`src/rtl/ucode_issue_ctrl_if.sv`:
```
// Issue-slot bundle: IF fetch side, sequencer micro-op side, ID side and status.
interface ucode_issue_ctrl_if;
    logic [31:0] if_instr;
    logic        if_valid;
    logic [31:0] ucode_instr;
    logic        ucode_mux_ctrl;
    logic        ucode_release;
    logic [31:0] id_instr;
    logic        id_valid;
    logic        pc_stall;
    logic        ucode_start;
    logic [31:0] mul_instr;
    logic        ucode_abort;
    logic        busy;
    logic        err_timeout;
    logic        err_spurious;
    logic [15:0] uop_count;

    // Environment side: drives fetch and sequencer inputs, observes the controller.
    modport master (
        output if_instr, if_valid, ucode_instr, ucode_mux_ctrl, ucode_release,
        input  id_instr, id_valid, pc_stall, ucode_start, mul_instr, ucode_abort,
               busy, err_timeout, err_spurious, uop_count
    );

    // Controller side.
    modport slave (
        input  if_instr, if_valid, ucode_instr, ucode_mux_ctrl, ucode_release,
        output id_instr, id_valid, pc_stall, ucode_start, mul_instr, ucode_abort,
               busy, err_timeout, err_spurious, uop_count
    );
endinterface

```
`src/rtl/ucode_issue_ctrl.sv`:
```
// Issue-slot controller: forwards IF ops to ID, hands MUL-class ops to the microcode
// sequencer, steers its micro-ops into ID, drains, then returns the slot to IF.
module ucode_issue_ctrl #(
    parameter logic [4:0]  MUL_PREFIX   = 5'b10111,
    parameter logic [31:0] NOP_INSTR    = 32'hC800_0000,
    parameter int unsigned DRAIN_CYCLES = 2,
    parameter int unsigned TIMEOUT      = 1024
) (
    input logic               clk,
    input logic               rst,
    ucode_issue_ctrl_if.slave bus
);
    typedef enum logic [1:0] {StIdle, StLaunch, StBusy, StDrain} state_e;

    localparam logic [15:0] WdogLast  = 16'(TIMEOUT - 1);
    localparam logic [3:0]  DrainInit = 4'(DRAIN_CYCLES);

    state_e      r_state, w_state_nxt;
    logic [31:0] r_id_instr, w_id_instr_nxt;
    logic        r_id_valid, w_id_valid_nxt;
    logic [31:0] r_mul_instr, w_mul_instr_nxt;
    logic [15:0] r_uop_count, w_uop_count_nxt;
    logic [15:0] r_wdog, w_wdog_nxt;
    logic [3:0]  r_drain, w_drain_nxt;
    logic        r_err_timeout, w_err_timeout_nxt;
    logic        r_err_spurious, w_err_spurious_nxt;
    logic        w_start;
    logic        w_abort;
    logic        w_is_mul;

    assign w_is_mul = (bus.if_instr[31:27] == MUL_PREFIX);

    // State and registered outputs; async reset returns the slot to IF with a NOP in ID.
    always_ff @(posedge clk or posedge rst) begin
        if (rst) begin
            r_state        <= StIdle;
            r_id_instr     <= NOP_INSTR;
            r_id_valid     <= 1'b0;
            r_mul_instr    <= '0;
            r_uop_count    <= '0;
            r_wdog         <= '0;
            r_drain        <= '0;
            r_err_timeout  <= 1'b0;
            r_err_spurious <= 1'b0;
        end else begin
            r_state        <= w_state_nxt;
            r_id_instr     <= w_id_instr_nxt;
            r_id_valid     <= w_id_valid_nxt;
            r_mul_instr    <= w_mul_instr_nxt;
            r_uop_count    <= w_uop_count_nxt;
            r_wdog         <= w_wdog_nxt;
            r_drain        <= w_drain_nxt;
            r_err_timeout  <= w_err_timeout_nxt;
            r_err_spurious <= w_err_spurious_nxt;
        end
    end

    // Next-state, ID steering and the start/abort strobes.
    always_comb begin
        w_state_nxt       = r_state;
        w_id_instr_nxt    = NOP_INSTR;
        w_id_valid_nxt    = 1'b0;
        w_mul_instr_nxt   = r_mul_instr;
        w_uop_count_nxt   = r_uop_count;
        w_wdog_nxt        = r_wdog;
        w_drain_nxt       = r_drain;
        w_err_timeout_nxt = r_err_timeout;
        // Sequencer activity is only legal while it owns the slot.
        w_err_spurious_nxt = r_err_spurious |
                             ((bus.ucode_mux_ctrl | bus.ucode_release) & (r_state != StBusy));
        w_start = 1'b0;
        w_abort = 1'b0;

        case (r_state)
            StIdle: begin
                if (bus.if_valid) begin
                    if (w_is_mul) begin
                        w_mul_instr_nxt = bus.if_instr;
                        w_uop_count_nxt = '0;
                        w_state_nxt     = StLaunch;
                    end else begin
                        w_id_instr_nxt = bus.if_instr;
                        w_id_valid_nxt = 1'b1;
                    end
                end
            end
            StLaunch: begin
                w_start     = 1'b1;
                w_wdog_nxt  = '0;
                w_state_nxt = StBusy;
            end
            StBusy: begin
                if (bus.ucode_mux_ctrl) begin
                    w_id_instr_nxt = bus.ucode_instr;
                    w_id_valid_nxt = 1'b1;
                    if (r_uop_count != 16'hFFFF) begin
                        w_uop_count_nxt = r_uop_count + 16'd1;
                    end
                end
                w_wdog_nxt = r_wdog + 16'd1;
                // Release wins over a watchdog expiry in the same cycle.
                if (bus.ucode_release) begin
                    w_drain_nxt = DrainInit;
                    w_state_nxt = StDrain;
                end else if (r_wdog == WdogLast) begin
                    w_abort           = 1'b1;
                    w_err_timeout_nxt = 1'b1;
                    w_state_nxt       = StIdle;
                end
            end
            StDrain: begin
                w_drain_nxt = r_drain - 4'd1;
                if (r_drain == 4'd1) begin
                    w_state_nxt = StIdle;
                end
            end
            default: w_state_nxt = StIdle;
        endcase
    end

    assign bus.id_instr     = r_id_instr;
    assign bus.id_valid     = r_id_valid;
    assign bus.mul_instr    = r_mul_instr;
    assign bus.uop_count    = r_uop_count;
    assign bus.err_timeout  = r_err_timeout;
    assign bus.err_spurious = r_err_spurious;
    assign bus.pc_stall     = (r_state != StIdle);
    assign bus.busy         = (r_state != StIdle);
    assign bus.ucode_start  = w_start;
    assign bus.ucode_abort  = w_abort;
endmodule

```
`src/flat_wrapper.sv`:
```
// flat-port wrapper written by rule: the top's interface ports become plain ports
module ucode_issue_ctrl_flat 
#(
    parameter logic [4:0]  MUL_PREFIX   = 5'b10111,
    parameter logic [31:0] NOP_INSTR    = 32'hC800_0000,
    parameter int unsigned DRAIN_CYCLES = 2,
    parameter int unsigned TIMEOUT      = 1024
)
  (clk, rst, bus_if_instr, bus_if_valid, bus_ucode_instr, bus_ucode_mux_ctrl, bus_ucode_release, bus_id_instr, bus_id_valid, bus_pc_stall, bus_ucode_start, bus_mul_instr, bus_ucode_abort, bus_busy, bus_err_timeout, bus_err_spurious, bus_uop_count);
  ucode_issue_ctrl_if bus_i ();
  input logic clk;
  input logic rst;
  input wire logic [$bits(bus_i.if_instr)-1:0] bus_if_instr;
  input wire logic [$bits(bus_i.if_valid)-1:0] bus_if_valid;
  input wire logic [$bits(bus_i.ucode_instr)-1:0] bus_ucode_instr;
  input wire logic [$bits(bus_i.ucode_mux_ctrl)-1:0] bus_ucode_mux_ctrl;
  input wire logic [$bits(bus_i.ucode_release)-1:0] bus_ucode_release;
  output wire logic [$bits(bus_i.id_instr)-1:0] bus_id_instr;
  output wire logic [$bits(bus_i.id_valid)-1:0] bus_id_valid;
  output wire logic [$bits(bus_i.pc_stall)-1:0] bus_pc_stall;
  output wire logic [$bits(bus_i.ucode_start)-1:0] bus_ucode_start;
  output wire logic [$bits(bus_i.mul_instr)-1:0] bus_mul_instr;
  output wire logic [$bits(bus_i.ucode_abort)-1:0] bus_ucode_abort;
  output wire logic [$bits(bus_i.busy)-1:0] bus_busy;
  output wire logic [$bits(bus_i.err_timeout)-1:0] bus_err_timeout;
  output wire logic [$bits(bus_i.err_spurious)-1:0] bus_err_spurious;
  output wire logic [$bits(bus_i.uop_count)-1:0] bus_uop_count;
  assign bus_i.if_instr = bus_if_instr;
  assign bus_i.if_valid = bus_if_valid;
  assign bus_i.ucode_instr = bus_ucode_instr;
  assign bus_i.ucode_mux_ctrl = bus_ucode_mux_ctrl;
  assign bus_i.ucode_release = bus_ucode_release;
  assign bus_id_instr = bus_i.id_instr;
  assign bus_id_valid = bus_i.id_valid;
  assign bus_pc_stall = bus_i.pc_stall;
  assign bus_ucode_start = bus_i.ucode_start;
  assign bus_mul_instr = bus_i.mul_instr;
  assign bus_ucode_abort = bus_i.ucode_abort;
  assign bus_busy = bus_i.busy;
  assign bus_err_timeout = bus_i.err_timeout;
  assign bus_err_spurious = bus_i.err_spurious;
  assign bus_uop_count = bus_i.uop_count;
  ucode_issue_ctrl #(.MUL_PREFIX(MUL_PREFIX), .NOP_INSTR(NOP_INSTR), .DRAIN_CYCLES(DRAIN_CYCLES), .TIMEOUT(TIMEOUT)) u_core (.clk(clk), .rst(rst), .bus(bus_i));
endmodule
```
`config.mk`:
```
export PLATFORM = sky130hd
export DESIGN_NAME = ucode_issue_ctrl_flat
export DESIGN_NICKNAME = d
export VERILOG_FILES = /design/src/rtl/ucode_issue_ctrl_if.sv /design/src/rtl/ucode_issue_ctrl.sv /design/src/flat_wrapper.sv
export SDC_FILE = /design/constraint.sdc
export NUM_CORES = 1
export LEC_CHECK = 0
export ABC_AREA = 0
export BUFFER_PORTS_ARGS = -buffer_cell sky130_fd_sc_hd__buf_2
export CORE_ASPECT_RATIO = 1.1
export CORE_UTILIZATION = 40
export DETAILED_ROUTE_END_ITERATION = 8
export HOLD_SLACK_MARGIN = 0.02
export PLACE_DENSITY = 0.66
export SLEW_MARGIN = 10
export SYNTH_ARGS = -nofsm -noshare
export SYNTH_HDL_FRONTEND = slang
export SYNTH_SLANG_ARGS = --single-unit
```
`constraint.sdc`:
```
create_clock -name clk -period 3.7 [get_ports clk]
set_input_delay 0.555 -clock clk [delete_from_list [all_inputs] [get_ports clk]]
set_output_delay 0.555 -clock clk [all_outputs]
set_load 0.01 [all_outputs]
```
==> flow_metrics.env <==
export IMPL_synth_edf_count=0
export IMPL_clock_skew_ns=0.00771
export IMPL_routed_wl_um=11800
export IMPL_r2r_end="u_core.bus.mul_instr[25]"
export IMPL_drive_gt1_share_pct=40.1
export IMPL_drtPass1Iterations=4
export IMPL_numCtsBuffers=9
export IMPL_ir_drop_mv=0.410
export IMPL_io_pins=156
export IMPL_slowest_stage="or3_1"
export IMPL_via_per_inst=5.28
export IMPL_crit_fanout=27
export IMPL_yosys_warnings=0
export IMPL_synthFlopType="dfrtp_1"
export IMPL_port_buffers=155
export IMPL_slew_viol_final=0
export IMPL_crit_path_end_kind="flop"
export IMPL_power_density_nw_per_um2=635
export IMPL_mostFrequentLayoutCell="buf_2"
export IMPL_worst_slew_pin_slew_ns=1.13
export IMPL_antennaDiodeCount=0
export IMPL_crit_top_cell="inv_1"
export IMPL_start_util_pct=41.6
export IMPL_max_stage_delay_ns=0.90
export IMPL_grt_pass1_vias=3740
export IMPL_yosysSeqAreaShare_pct=57.2
export IMPL_ys_ff_latch=105
export IMPL_gp_congestion=0.797
export IMPL_design_core_area_um2=11100
export IMPL_p_leak_nw=3.02
export IMPL_clk_path_buf_depth=2
export IMPL_synth_distinct_cells=50
export IMPL_die_h_um=115
export IMPL_fmax_mhz=381
export IMPL_path_clk_slew_ns=0.07
export IMPL_ff_latch_area_um2=2630
export IMPL_cap_violations=0
export IMPL_syn_inst=401
export IMPL_syn2layout_area_growth_pct=26.4
export IMPL_fin_ws_ns=1.08
export IMPL_min_path_type="input port to async pin"
export IMPL_synth_async_reset_ratio_pct=100
export IMPL_wire_per_inst_um=16.7
export IMPL_clock_sinks=105
export IMPL_cp_required_ns=3.93
export IMPL_fin_crit_ns=2.62
export IMPL_cts_max_level=3
export IMPL_grt_setup_unrepaired="false"
export IMPL_cts_hold_buf=0
export IMPL_netlist_area_um2=4600
export IMPL_hpwl_um=8580
export IMPL_root_buffer="clkbuf_16"
export IMPL_tns_ns=0
export IMPL_path_class="flop to flop"
export IMPL_cts_tree="built"
export IMPL_dieArea_um2=11900
export IMPL_setup_viol=0
export IMPL_post_cts_setup_buffers=0
export IMPL_rows=40
export IMPL_fill_cells=997
export IMPL_grt_pass1_wl_um=19000
export IMPL_cts_resized_gates=0
export IMPL_r2r_start="u_core.r_state[0]"
export IMPL_crit_chain="inv_1 > ha_1 > inv_1 > or3_1 > buf_4 > mux2_2"
export IMPL_hold_viol=0
export IMPL_track_usage_pct=20.4
export IMPL_vias=3725
export IMPL_grt_max_degree=55
export IMPL_clkLatencyLatePin_ns=0.35
export IMPL_relSlewSlack_pct=25.0
export IMPL_nets=630
export IMPL_synth_avg_cell_area_um2=11.5
export IMPL_antenna_left=0
export IMPL_drt_iter0_drc=220
export IMPL_final_cell_mix="buf_2 (155), dfrtp_1 (102), a22o_1 (30)"
export IMPL_status="finished, final reports clean"
export IMPL_pre_cts_ws_ns=1.08
export IMPL_r2r_cells=6
export IMPL_antenna_found_initial=1
export IMPL_rrSetupSlack_ns=1.08
export IMPL_critPathLaunchType="flop"
export IMPL_gr_total_overflow=0
export IMPL_drcViolationCount=0
export IMPL_post_route_period_util_pct=70.9
export IMPL_cp_arrival_ns=2.86
export IMPL_chipWidth_um=104
export IMPL_syn_nets=478
export IMPL_multiInputGateArea_um2=1830
critical path, delay by kind of cell (launching register included):
kind	cells	cell delay [ns]
adder cells (fa/ha/maj)	1	0.27
buffers and inverters	3	0.57
multiplexers	1	0.34
AND/OR/NAND/NOR	1	0.90
flip-flops	1	0.42
synthesized netlist by cell type (7+ instances only):
cell | instances | area, um2
dfrtp_1 | 102 | 2550
a22o_1 | 30 | 263
mux2_2 | 28 | 315
nand2_1 | 24 | 90.1
nor2_1 | 23 | 86.3
a31oi_1 | 20 | 125
o21ai_0 | 20 | 100
inv_1 | 15 | 56.3
nand3_1 | 14 | 70.1
clkbuf_1 | 13 | 48.8
nand2b_1 | 12 | 75.1
ha_1 | 8 | 100
nand4_1 | 7 | 43.8
nor3_1 | 7 | 35.0
area by class of cell:
class / instances / area share [%]
Sequential cell: 105 / 45.2
Multi-Input combinational cell: 261 / 31.4
Timing Repair Buffer: 161 / 14.3
Clock buffer: 9 / 3.87
Tap cell: 147 / 3.16
Clock inverter: 7 / 1.01
Inverter: 15 / 1.01
flip-flops by register name, indices dropped and copies added, names as in the netlist:
register                 count
u_core.bus.uop_count        16
u_core.bus.err_timeout       1
u_core.r_wdog               16
u_core.bus.mul_instr        32
u_core.bus.id_instr         32
u_core.r_state               2
u_core.bus.id_valid          1
u_core.bus.err_spurious      1
u_core.r_drain               4
worst max-delay path by stage:
stage                                to  cells past startpoint              start  slack [ns]
2_1_floorplan   u_core.bus.err_spurious                      1                rst        0.39
3_3_place_gp   u_core.bus.mul_instr[15]                      6  u_core.r_state[0]        1.17
3_5_place_dp   u_core.bus.mul_instr[25]                      6  u_core.r_state[0]        1.08
4_1_cts        u_core.bus.mul_instr[25]                      6  u_core.r_state[0]        1.05
5_1_grt        u_core.bus.mul_instr[26]                      6  u_core.r_state[0]        0.84
6_report       u_core.bus.mul_instr[25]                      6  u_core.r_state[0]        1.08
logic make-up (layout without fill, tap and decap cells):
| kind of cell | count (synthesis) | in the layout | synth area share (%) |
|---|---|---|---|
| and+or+nand+nor | 121 | 121 | 14.1 |
| DFF | 105 | 105 | 57.2 |
| AOI/OAI and AO/OA | 93 | 93 | 14.3 |
| buffers and inverters | 35 | 192 | 3.32 |
| muxes | 29 | 29 | 7.07 |
| xor gates and xnor gates | 10 | 10 | 1.90 |
| adders and majority gates | 8 | 8 | 2.17 |
metal layers:
metal,GRT usage (%),vias up,share of wire [%]
li1,-,1755,-
met1,26.7,1820,44
met2,32.2,143,46
met3,6.89,7,9.0
met4,6.29,0,0.98
met5,0,-,0
through the flow:
step	cells	cell area (um2)	util [%]	hold slack, ns	power [W]
after floorplan	401	4600	-	0.481	0.00229
after global placement	689	5530	50.0	0.447	0.00276
after detailed placement	689	5530	50.0	0.453	0.00279
after CTS	705	5820	52.6	0.320	0.00372
after global routing	705	5820	52.6	0.354	0.00391
final	705	5820	52.6	0.295	0.00369
where the power goes:
part           leakage (nW)  switching, W  internal [W]  total [W]
Combinational          1.49      0.000748      0.000488    0.00124
Sequential             1.40      0.000131       0.00140    0.00153
Clock                 0.133      0.000458      0.000468   0.000926
(Power assumes the default switching activity.)
